===== src/rtl/cpu_pipe_pkg.sv =====
// Shared pipeline-control types: hazard FSM states and the register-address width default.
package cpu_pipe_pkg;

    localparam int REG_ADDR_W_DEFAULT = 3;

    typedef enum logic [1:0] {
        RUN      = 2'd0,
        MUL_BUSY = 2'd1,
        HALTED   = 2'd2
    } hz_state_e;

endpackage


===== src/rtl/hazard_mul_timer.sv =====
// Multiply stall countdown: loaded at multiply start, counts down to zero, flags the final stall cycle.
module hazard_mul_timer #(
    parameter int CNT_W = 4
) (
    input  logic             clk,
    input  logic             rest,
    input  logic             load_i,
    input  logic [CNT_W-1:0] load_val_i,
    output logic             busy_o,
    output logic             last_o
);

    logic [CNT_W-1:0] cnt_q, cnt_d;

    always_comb begin
        cnt_d = cnt_q;
        if (load_i)
            cnt_d = load_val_i;
        else if (cnt_q != '0)
            cnt_d = cnt_q - 1'b1;
    end

    always_ff @(posedge clk) begin
        if (rest)
            cnt_q <= '0;
        else
            cnt_q <= cnt_d;
    end

    assign busy_o = (cnt_q != '0);
    assign last_o = (cnt_q == CNT_W'(1));

endmodule


===== src/rtl/pipeline_hazard_controller.sv =====
// Pipeline hazard controller: load-use stall, branch flush, multi-cycle multiply stall and halt.
// Define HAZARD_PERF_CNT_EN to add saturating Stall_Count / Flush_Count performance counters.
module pipeline_hazard_controller
    import cpu_pipe_pkg::*;
#(
    parameter int REG_ADDR_W = REG_ADDR_W_DEFAULT,
    parameter int MUL_CYCLES = 4
) (
    input  logic                  clk,
    input  logic                  rest,
    input  logic [REG_ADDR_W-1:0] ID_Rs,
    input  logic [REG_ADDR_W-1:0] ID_Rt,
    input  logic                  ID_UsesRs,
    input  logic                  ID_UsesRt,
    input  logic                  EX_MemRead,
    input  logic                  EX_RegWrite,
    input  logic [REG_ADDR_W-1:0] EX_Rd,
    input  logic                  EX_MulStart,
    input  logic                  EX_BranchTaken,
    input  logic                  ID_Halt,
    output logic                  PC_Write,
    output logic                  IFID_Freze,
    output logic                  IFID_Flush,
    output logic                  IDEX_Freze,
    output logic                  IDEX_Flush,
    output logic                  Mul_Done,
    output logic                  Halted
`ifdef HAZARD_PERF_CNT_EN
    ,
    output logic [15:0]           Stall_Count,
    output logic [15:0]           Flush_Count
`endif
);

    localparam int CNT_W = 4;
    localparam logic [CNT_W-1:0] MUL_LOAD = CNT_W'(MUL_CYCLES - 1);

    hz_state_e state_q, state_d;
    logic      mul_load, mul_busy, mul_last;
    logic      load_use;

    assign load_use = EX_MemRead & EX_RegWrite &
                      ((ID_UsesRs & (ID_Rs == EX_Rd)) | (ID_UsesRt & (ID_Rt == EX_Rd)));

    hazard_mul_timer #(.CNT_W(CNT_W)) u_mul_timer (
        .clk        (clk),
        .rest       (rest),
        .load_i     (mul_load),
        .load_val_i (MUL_LOAD),
        .busy_o     (mul_busy),
        .last_o     (mul_last)
    );

    always_comb begin
        state_d    = state_q;
        mul_load   = 1'b0;
        PC_Write   = 1'b1;
        IFID_Freze = 1'b0;
        IFID_Flush = 1'b0;
        IDEX_Freze = 1'b0;
        IDEX_Flush = 1'b0;
        Mul_Done   = 1'b0;
        Halted     = 1'b0;
        if (!rest) begin
            unique case (state_q)
                RUN: begin
                    // Priority: branch flush, then multiply stall, then load-use bubble.
                    if (EX_BranchTaken) begin
                        IFID_Flush = 1'b1;
                        IDEX_Flush = 1'b1;
                    end else if (EX_MulStart) begin
                        PC_Write   = 1'b0;
                        IFID_Freze = 1'b1;
                        IDEX_Freze = 1'b1;
                        mul_load   = 1'b1;
                        state_d    = MUL_BUSY;
                    end else if (load_use) begin
                        PC_Write   = 1'b0;
                        IFID_Freze = 1'b1;
                        IDEX_Flush = 1'b1;
                    end
                    if (ID_Halt && !EX_BranchTaken && !EX_MulStart)
                        state_d = HALTED;
                end
                MUL_BUSY: begin
                    PC_Write   = 1'b0;
                    IFID_Freze = 1'b1;
                    IDEX_Freze = 1'b1;
                    if (mul_last || !mul_busy) begin
                        Mul_Done = mul_last;
                        state_d  = RUN;
                    end
                end
                HALTED: begin
                    PC_Write   = 1'b0;
                    IFID_Freze = 1'b1;
                    IDEX_Flush = 1'b1;
                    Halted     = 1'b1;
                end
                default: state_d = RUN;
            endcase
        end
    end

    always_ff @(posedge clk) begin
        if (rest)
            state_q <= RUN;
        else
            state_q <= state_d;
    end

`ifdef HAZARD_PERF_CNT_EN
    logic [15:0] stall_cnt_q, stall_cnt_d;
    logic [15:0] flush_cnt_q, flush_cnt_d;

    function automatic logic [15:0] sat_inc(input logic [15:0] v, input logic en);
        if (en && (v != 16'hFFFF))
            return v + 16'd1;
        return v;
    endfunction

    always_comb begin
        stall_cnt_d = sat_inc(stall_cnt_q, !PC_Write && (state_q != HALTED));
        flush_cnt_d = sat_inc(flush_cnt_q, IFID_Flush);
    end

    always_ff @(posedge clk) begin
        if (rest) begin
            stall_cnt_q <= '0;
            flush_cnt_q <= '0;
        end else begin
            stall_cnt_q <= stall_cnt_d;
            flush_cnt_q <= flush_cnt_d;
        end
    end

    assign Stall_Count = stall_cnt_q;
    assign Flush_Count = flush_cnt_q;
`endif

endmodule


===== config.mk =====
export PLATFORM = sky130hd
export DESIGN_NAME = pipeline_hazard_controller
export DESIGN_NICKNAME = d
export VERILOG_FILES = /design/src/rtl/cpu_pipe_pkg.sv /design/src/rtl/hazard_mul_timer.sv /design/src/rtl/pipeline_hazard_controller.sv
export SDC_FILE = /design/constraint.sdc
export NUM_CORES = 1
export LEC_CHECK = 0
export ABC_AREA = 1
export CORE_MARGIN = 10
export CORE_UTILIZATION = 41
export CTS_CLUSTER_SIZE = 20
export DETAILED_ROUTE_END_ITERATION = 6
export PLACE_DENSITY = 0.83
export SLEW_MARGIN = 20
export SYNTH_ARGS = -nofsm -noshare
export SYNTH_HDL_FRONTEND = slang
export SYNTH_SLANG_ARGS = --single-unit

===== constraint.sdc =====
create_clock -name clk -period 1.7 [get_ports clk]
set_input_delay 0.425 -clock clk [delete_from_list [all_inputs] [get_ports clk]]
set_output_delay 0.425 -clock clk [all_outputs]
set_load 0.02 [all_outputs]

# After elaboration in Yosys (flattened, before gate mapping)
# Cells that the tools add are included.
# totals
regBits	6
# op_classes
n_addsub	1
n_eq_ne	8
mux	35
bitwise_logic	6
reduce_logical	12
# op_table
cell	count
1-bit 2-to-1 mux	24
2-bit 2-to-1 mux	6
1-bit case mux with 2 select lines	4
3-bit == test	2
3-bit != test, second input constant	2
2-bit case mux with 3 select lines	1
1-bit AND	4
4-bit by 1-bit == test with 1-bit output, second input constant	1
4-bit AND reduction	1
4-bit nonzero test	1
2-bit OR reduction	2
4-bit by 1-bit subtractor with 4-bit output, second input constant	1
1-bit zero test	3
2-bit by 1-bit == test with 1-bit output, second input constant	1
2-bit == test, second input constant	1
1-bit logical AND	2
2-bit zero test	1
2-bit != test, second input constant	1
2-bit nonzero test	1
1-bit logical OR	1
1-bit inverter	1
1-bit OR	1

# Depth between registers and ports, before layout
# Gate-level depths: netlist of the first run.
# depth
word_depth	9
depth_mapped	10

# Hierarchy
# Synthesis of the first run repeated with hierarchy kept, for this count alone.
# unflattened
hier_cells	128
area_unflattened_um2	740.7
# by_module_without_submodules
mod	n_inst	cells_per_inst	area_each_um2	seq_area_each_um2
pipeline_hazard_controller	1	84	446.7	40.0
hazard_mul_timer	1	44	294.0	80.1

# Least setup slack after synthesis of the first run
# OpenSTA, ideal clock, no wires.
# synth_timing
path_type	flip-flop to output port
from	register state_q[0]
to	output IFID_Freze
t_arrival_ps	1338
path_slack_ps	-63
path_stages_with_launch	11
path_buffers	0
path_cell_list	dfxtp_1 inv_1 ha_1 inv_1 nor2_2 nand2_1 nand2_1 inv_1 nand2_1 nand2_1 nor2_1
# synth_between
elab_chain_len	4
elab_cells_between_ends	6
# synth_rtl
item	line	text
from (decl)	pipeline_hazard_controller.sv:38	hz_state_e state_q, state_d;
from (signal assigned)	pipeline_hazard_controller.sv:109	state_q <= state_d;
2-bit by 1-bit == test with 1-bit output / 2-bit == test (equally long branches)	pipeline_hazard_controller.sv:65	unique case (state_q)
2-bit OR reduction (no source line)	--	
1-bit case mux with 2 select lines (*)	pipeline_hazard_controller.sv:65	
1-bit 2-to-1 mux (*)	pipeline_hazard_controller.sv:64	if (!rest) begin
to (decl)	pipeline_hazard_controller.sv:22	output logic IFID_Freze,
# Mark *: on every way between the ends. The rest lies on a longest branch, timed or not.

# Worst setup path in the final report of the first run
# layout_timing
from	register state_q[0]
to	output IDEX_Flush
# layout_between
elab_chain_len	3
elab_cells_between_ends	4
# layout_rtl
item	line	text
2-bit == test / 2-bit zero test (equally long branches)	pipeline_hazard_controller.sv:65	
1-bit case mux with 2 select lines (*)	pipeline_hazard_controller.sv:65	
1-bit 2-to-1 mux (*)	pipeline_hazard_controller.sv:64	
to (decl)	pipeline_hazard_controller.sv:25	output logic IDEX_Flush,
# Marked as above.

==> summary.txt, run 1 <==
Status
  – Result of the run: finished, violations left
  – Violations in the final reports: negative setup slack

GRT
  – Vias in the first global route: 850
  – Antenna violations before repair: 0
  – Overflow left after global routing: 0
  – Wire length of the first global-routing pass: ~3800 µm
  – Largest net degree at the start of global routing: 7
  – Global-route usage over all layers: about 14%

STA
  – Total negative slack: -0.7175 ns
  – Pins Over Slew Limit: 0
  – Fmax: 0.5269 GHz
  – Smallest setup slack after layout: -0.1979 ns
  – Unrepaired setup endpoints after global routing: true
  – Worst hold slack across all endpoints: 0.6236 ns
  – Clock Skews: 0.003474 ns
  – Final clock period utilization by the worst path: 111.6%
  – Slew at the pin with the worst max-slew slack: ~0.24 ns
  – Slew headroom: a little over four fifths
  – Setup violation total in the final timing report: 5
  – Min Clock Period, post-route: 1.898 ns
  – Count of final hold-check violations: 0

Yosys
  – Area fraction of the dominant cell type after synthesis: 19.63%
  – Total of flip-flops plus latches after synthesis: 6
  – Share of the yosys chip area belonging to registers: approximately 20%
  – Synthesized netlist net count: about 130
  – Area contributors post-synth: sky130_fd_sc_hd__dfxtp_1 (20%), sky130_fd_sc_hd__nand2_1 (18%), sky130_fd_sc_hd__inv_1 (14%)
  – Yosys warns: 0
  – Number of unique standard cell types used by synthesis: 19
  – Synth Instances: around 100
  – Largest area contributor in the synthesized netlist: sky130_fd_sc_hd__dfxtp_1
  – Netlist area before placement: 611.8 µm²
  – Per-instance average area after synthesis: 5.883 µm²

Final layout
  – Non-filler instance count after layout: 165
  – Fillers: 95
  – Signed area change from the synthesized netlist to the final layout: 75.26%
  – Finished layout cell area: 1072 µm²
  – Layout net count: 176
  – Number of diodes added for antenna fixing: 0
  – Share of cells above drive strength 1: 45.33%

Worst setup path
  – Startpoint kind of the worst setup timing path: flop
  – Required time of the critical path: 1.27 ns
  – Critical path peak fanout: 3
  – Category of the critical setup timing path: flop to output port
  – Critical Path End Type: output port
  – Slowest stage cell, crit path: sky130_fd_sc_hd__dfxtp_2
  – Critical path cell sequence: inv_2 > ha_4 > inv_4 > buf_6 > o21ai_2 > nand2_1 > o21bai_1 > buf_4
  – Data arrival at the endpoint of the critical path: 1.47 ns
  – CP max stage delay: 0.32 ns

Routing
  – Remaining number of nets flagged by the antenna check after routing: 0
  – Total routed wirelength: roughly 2400 µm
  – Number of remaining DRC errors: 0
  – Post-detailed-route via-to-cell ratio: 4.945
  – Overall via count from detail_route: ~820
  – Number of search-and-repair iterations in the first detailed-routing pass: 4
  – Routed wire length per instance: between 10 and 15 µm
  – Violation count after the first detailed-routing iteration: 23

Min path
  – Hold Crit Class: flop to flop

CTS
  – Root Driver: sky130_fd_sc_hd__clkbuf_4
  – Number of H-tree branching levels: 1
  – Worst skew pair latency: 0.24 ns
  – Clock transition at the registers of the reported paths: 0.05 ns
  – Maximum clock insertion buffer count: 2
  – CTS tree: built
  – Clock sink total: 6
  – CTS Buf Count: 3

Placed design
  – Post-DP Area: ~1000 µm²
  – Inst Count DP: 160
  – Final weighted congestion of routability-driven global placement: 0.8469
  – DP HPWL: ~1600 µm
  – Number of input and output port buffers inserted: 24

Power and ir drop
  – Max IR drop VDD: 0.001025 V
  – Pwr per Cell Area: between 1500 and 2000 nW/µm²
  – Leakage dissipation: 0.5808 nW
  – Post-route total power: 0.001700 W

Floorplanning
  – Count of boundary I/O pins: 25
  – Height of the chip: 58.63 µm
  – Placeable Area: 1350 µm²
  – Rows: 13
  – Effective utilization at floorplan: 45.32%
  – Die area: around 3400 µm²
  – Die width: 58.63 µm

Job
  – Number of violations of the max-capacitance limit: 0
[final cells by class]
class,count,area [µm²],area share (%)
Sequential cell,6,122.6,11.44
Inverter,23,91.34,8.518
Tap cell,15,18.77,1.750
Clock buffer,3,22.52,2.100
Multi-Input combinational cell,75,476.7,44.46
Timing Repair Buffer,43,340.3,31.74
[power by group]
group          leakage (nW)  internal (W)  switching (W)
logic                 0.517      0.000605       0.000696
clock network        0.0138     0.0000800      0.0000537
registers            0.0503      0.000212      0.0000529
total                 0.581      0.000897       0.000803
[cell families (layout without fill, tap and decap cells)]
kind of cell	count (synthesis)	after routing	share of synthesized area, %
flip-flops	6	6	19.63
buffers and inverters	23	69	14.11
adder cells (fa/ha/maj)	6	6	12.27
XOR/XNOR	2	2	2.864
AO/OA/AOI/OAI	11	11	10.64
AND/OR/NAND/NOR	56	56	40.49
[cells in the mapped netlist (all sizes together)]
cell and instances:
nand2 32, inv 23, nor2 15, dfxtp 6, ha 6, nand3 6
a21oi 4, o21ai 4, nor3 2, xnor2 2, a31oi 1, o21a 1
o21bai 1, or3 1
[worst max-delay path: cells and delay by family (launching register included)]
kind	cells	cell delay [ns]
compound gates	2	0.28
fa+ha+maj	1	0.16
flops	1	0.32
buf+inv	4	0.39
simple gates	1	0.07
[flip-flops by register name, summed over array words and instances, names as in the netlist]
register / flops
state_q: 2
u_mul_timer.cnt_q: 4
[cells in the final DEF (no fill, tap or decap), types with 4 or more instances in the layout]
| master | instances |
|---|---|
| sky130_fd_sc_hd__buf_6 | 4 |
| sky130_fd_sc_hd__nor2_1 | 11 |
| sky130_fd_sc_hd__inv_1 | 15 |
| sky130_fd_sc_hd__nand2_2 | 7 |
| sky130_fd_sc_hd__buf_4 | 22 |
| sky130_fd_sc_hd__dfxtp_1 | 4 |
| sky130_fd_sc_hd__dlygate4sd2_1 | 5 |
| sky130_fd_sc_hd__nand2_1 | 25 |
| sky130_fd_sc_hd__inv_2 | 6 |
| sky130_fd_sc_hd__buf_2 | 6 |
[per-layer routing]
metal / share of wire, % / wire length, µm / global-route usage (%)
met4: 3.1 / 72 / 4.918
met1: 41 / 959 / 14.65
met2: 50 / 1183 / 24.58
met5: 0 / 0 / 0
met3: 6.1 / 145 / 4.721
[metrics by stage]
step | setup WS [ns] | util (%)
3_3_place_gp | -0.9220 | 74.14
5_1_grt | -0.2860 | 79.43
4_1_cts | -0.1838 | 77.85
2_1_floorplan | 0.01639 | -
6_report | -0.1979 | 79.43
3_5_place_dp | -0.9708 | 74.14
[timing repair]
| item | CTS | global route |
|---|---|---|
| setup endpoints to repair | 7 | 7 |
| pin swaps | 26 | 10 |
| hold buffers | 0 | 0 |
| resized for setup | 94 | 9 |
| endpoints found under the hold margin | 0 | 0 |
| buffers inserted | 2 | 2 |
[path summary, 6_finish.rpt]
| check | from | end | slack, ns | cells past startpoint |
|---|---|---|---|---|
| setup / recovery | state_q[0]$_SDFFE_PP0P_ | IDEX_Flush | -0.20 | 8 |
| hold reg to reg | state_q[1]$_SDFFE_PP0P_ | state_q[1]$_SDFFE_PP0P_ | 0.62 | 3 |
| hold / removal | state_q[1]$_SDFFE_PP0P_ | state_q[1]$_SDFFE_PP0P_ | 0.62 | 3 |
| setup reg to reg | state_q[1]$_SDFFE_PP0P_ | state_q[0]$_SDFFE_PP0P_ | 0.19 | 10 |
(Power assumes the default switching activity.)
==> run 2, diff against run 1 <==
--- a/config.mk
+++ b/config.mk
@@ -10,6 +10,7 @@
 export CORE_UTILIZATION = 41
 export CTS_CLUSTER_SIZE = 20
 export DETAILED_ROUTE_END_ITERATION = 6
+export GPL_TIMING_DRIVEN = 0
 export PLACE_DENSITY = 0.83
 export SLEW_MARGIN = 20
 export SYNTH_ARGS = -nofsm -noshare
==> run 2 against run 1 <==
  * The flow still finishes with violations (negative setup slack)
  * Die area is the same
  * Register-to-register slack lost 0.16 ns
  * Count of clock-buffer cells in the layout is the same
  * Design area grew 3.2%
  * Hold slack lost 0.035 ns
  * Routed wire length grew 25%
  * Fmax shrank 4.5%
  * Final cell count shrank 2.4%
  * Critical path depth grew 3
  * Via count grew 6.5%
  * Global-route usage grew 0.30 points
  * Non-clock buffer count shrank 4
==> summary.txt, run 2 (same netlist as run 1, synthesis figures left out) <==
Floorplanning
  – Height of the chip: 58.63 µm
  – Count of boundary I/O pins: 25
  – Die width: 58.63 µm
  – Placeable Area: 1350 µm²
  – Effective utilization at floorplan: 45.32%
  – Die area: between 3000 and 4000 µm²
  – Rows: 13

STA
  – Pins Over Slew Limit: 0
  – Total negative slack: -1.286 ns
  – Smallest setup slack after layout: -0.2880 ns
  – Min Clock Period, post-route: 1.988 ns
  – Slew headroom: roughly three quarters
  – Fmax: 0.5030 GHz
  – Slew at the pin with the worst max-slew slack: 0.3780 ns
  – Final clock period utilization by the worst path: 116.9%
  – Clock Skews: ~0.012 ns
  – Unrepaired setup endpoints after global routing: true
  – Worst hold slack across all endpoints: 0.5890 ns
  – Count of final hold-check violations: 0
  – Setup violation total in the final timing report: 7

CTS
  – Clock transition at the registers of the reported paths: roughly 0.07 ns
  – Root Driver: sky130_fd_sc_hd__clkbuf_4
  – CTS tree: built
  – Maximum clock insertion buffer count: 2
  – CTS Buf Count: 3
  – Clock sink total: 6
  – Number of buffers added to fix hold violations after cts: 0
  – Worst skew pair latency: around 0.27 ns
  – Number of H-tree branching levels: 1

Final layout
  – Registers with the highest flip-flop counts: u_mul_timer.cnt_q: 4 flops, state_q: 2 flops
  – Layout net count: ~170
  – Biggest register: u_mul_timer.cnt_q
  – Share of cells above drive strength 1: between 40% and 50%
  – Finished layout cell area: 1106 µm²
  – Highest-count cells in the layout ignoring fill and taps: sky130_fd_sc_hd__nand2_1 (21), sky130_fd_sc_hd__inv_1 (15), sky130_fd_sc_hd__buf_4 (14)
  – Flip-flop count of the largest register, all copies and words added: 4
  – Fillers: 82
  – Number of diodes added for antenna fixing: 0
  – Signed area change from the synthesized netlist to the final layout: 80.78%
  – Most frequent standard cell in the layout excluding fill and tap cells: sky130_fd_sc_hd__nand2_1

Routing
  – Number of search-and-repair iterations in the first detailed-routing pass: 4
  – Overall via count from detail_route: 869
  – Violation count after the first detailed-routing iteration: 37
  – Number of remaining DRC errors: 0
  – Post-detailed-route via-to-cell ratio: 5.398
  – Routed wire length per instance: 18.30 µm
  – Total routed wirelength: roughly 3000 µm
  – Remaining number of nets flagged by the antenna check after routing: 0

Worst setup path
  – Critical path peak fanout: 4
  – Startpoint kind of the worst setup timing path: flop
  – Required time of the critical path: 1.27 ns
  – Critical Path End Type: output port
  – Data arrival at the endpoint of the critical path: 1.56 ns
  – Category of the critical setup timing path: flop to output port

Placed design
  – Post-DP Area: ~870 µm²
  – Number of input and output port buffers inserted: 24
  – DP HPWL: ~1400 µm
  – Final weighted congestion of routability-driven global placement: 0.8664

GRT
  – Wire length of the first global-routing pass: 3877 µm
  – Global-route usage over all layers: 14.10%
  – Overflow left after global routing: 0
  – Antenna violations before repair: 0
  – Largest net degree at the start of global routing: 8
  – Vias in the first global route: 860

Power and ir drop
  – Leakage dissipation: 0.5838 nW
  – Pwr per Cell Area: 1595 nW/µm²
  – Max IR drop VDD: 0.001030 V

Min path
  – Hold Crit Class: flop to flop

Job
  – Number of violations of the max-capacitance limit: 0

Status
  – Result of the run: finished, violations left
  – Violations in the final reports: negative setup slack
run 2: cell count changes in the layout (fill, tap and decap cells not counted), moves of 2 or more:
| cell | delta |
|---|---|
| sky130_fd_sc_hd__clkdlybuf4s15_1 | +3 |
| sky130_fd_sc_hd__buf_4 | -8 |
| sky130_fd_sc_hd__nand2_4 | +3 |
| sky130_fd_sc_hd__buf_6 | +4 |
| sky130_fd_sc_hd__nand2_1 | -4 |
| sky130_fd_sc_hd__ha_1 | +2 |
| sky130_fd_sc_hd__nor2_1 | -3 |
| sky130_fd_sc_hd__nor2_2 | +2 |
| sky130_fd_sc_hd__buf_2 | -3 |
run 2: power by group:
| group | leakage [nW] | total, W | switching (W) | internal [W] |
|---|---|---|---|---|
| clock network | 0.0138 | 0.000160 | 0.0000786 | 0.0000816 |
| logic | 0.519 | 0.00132 | 0.000730 | 0.000587 |
| registers | 0.0507 | 0.000287 | 0.0000710 | 0.000216 |
| total | 0.584 | 0.00176 | 0.000880 | 0.000885 |
run 2: area by class of cell:
type                    instances  area [µm²]  area share, %
inverters                      23       91.34          8.258
flip-flops and latches          6       125.1          11.31
well taps                      15       18.77          1.697
repair buffers                 39       337.8          30.54
clock buffers                   3       22.52          2.036
multi-input cells              75       510.5          46.15
run 2: timing repair:
| action | CTS | global route |
|---|---|---|
| endpoints found under the setup margin | 7 | 10 |
| gates resized for setup | 73 | 40 |
| buffers inserted | 15 | 5 |
| pin swaps | 15 | 21 |
| gates cloned | 0 | 0 |
run 2: per-stage QoR:
stage	util [%]	worst slack [ns]	power, W	cells
final	81.93	-0.2880	0.001765	161
after global routing	81.93	-0.3354	0.001834	161
after CTS	76.46	-0.2315	0.001429	161
after detailed placement	64.69	-0.9747	0.001054	143
after global placement	64.69	-0.9793	0.001012	143
after floorplan	-	0.01639	0.0008103	104
run 2: per-layer routing:
metal  share of wire [%]  wire, µm  global-route usage [%]  up-vias
met1                  38      1120                   14.05      406
li1                    -         -                       -      403
met3                 8.0       235                   5.150        8
met4                 1.9        57                   3.607        0
met5                   0         0                       0        -
met2                  52      1533                   26.71       52
run 2: final timing paths:
check             slack, ns  cells past startpoint                           endpoint                              start
setup reg to reg       0.03                     12  u_mul_timer.cnt_q[2]$_SDFFE_PP0N_            state_q[1]$_SDFFE_PP0P_
hold / removal         0.59                      2  u_mul_timer.cnt_q[3]$_SDFFE_PP0N_  u_mul_timer.cnt_q[3]$_SDFFE_PP0N_
setup / recovery      -0.29                     11                         IFID_Freze            state_q[1]$_SDFFE_PP0P_
hold reg to reg        0.59                      2  u_mul_timer.cnt_q[3]$_SDFFE_PP0N_  u_mul_timer.cnt_q[3]$_SDFFE_PP0N_
run 2: critical path, cell delays in order (launching register included):
cell	delay, ns
sky130_fd_sc_hd__dfxtp_2	0.33
sky130_fd_sc_hd__inv_2	0.08
sky130_fd_sc_hd__ha_4	0.16
sky130_fd_sc_hd__inv_4	0.05
sky130_fd_sc_hd__nor2_4	0.12
sky130_fd_sc_hd__nand2_4	0.09
sky130_fd_sc_hd__nand2_2	0.08
sky130_fd_sc_hd__inv_2	0.04
sky130_fd_sc_hd__nand2_4	0.07
sky130_fd_sc_hd__nand2_4	0.06
sky130_fd_sc_hd__nor2_4	0.09
sky130_fd_sc_hd__buf_6	0.12
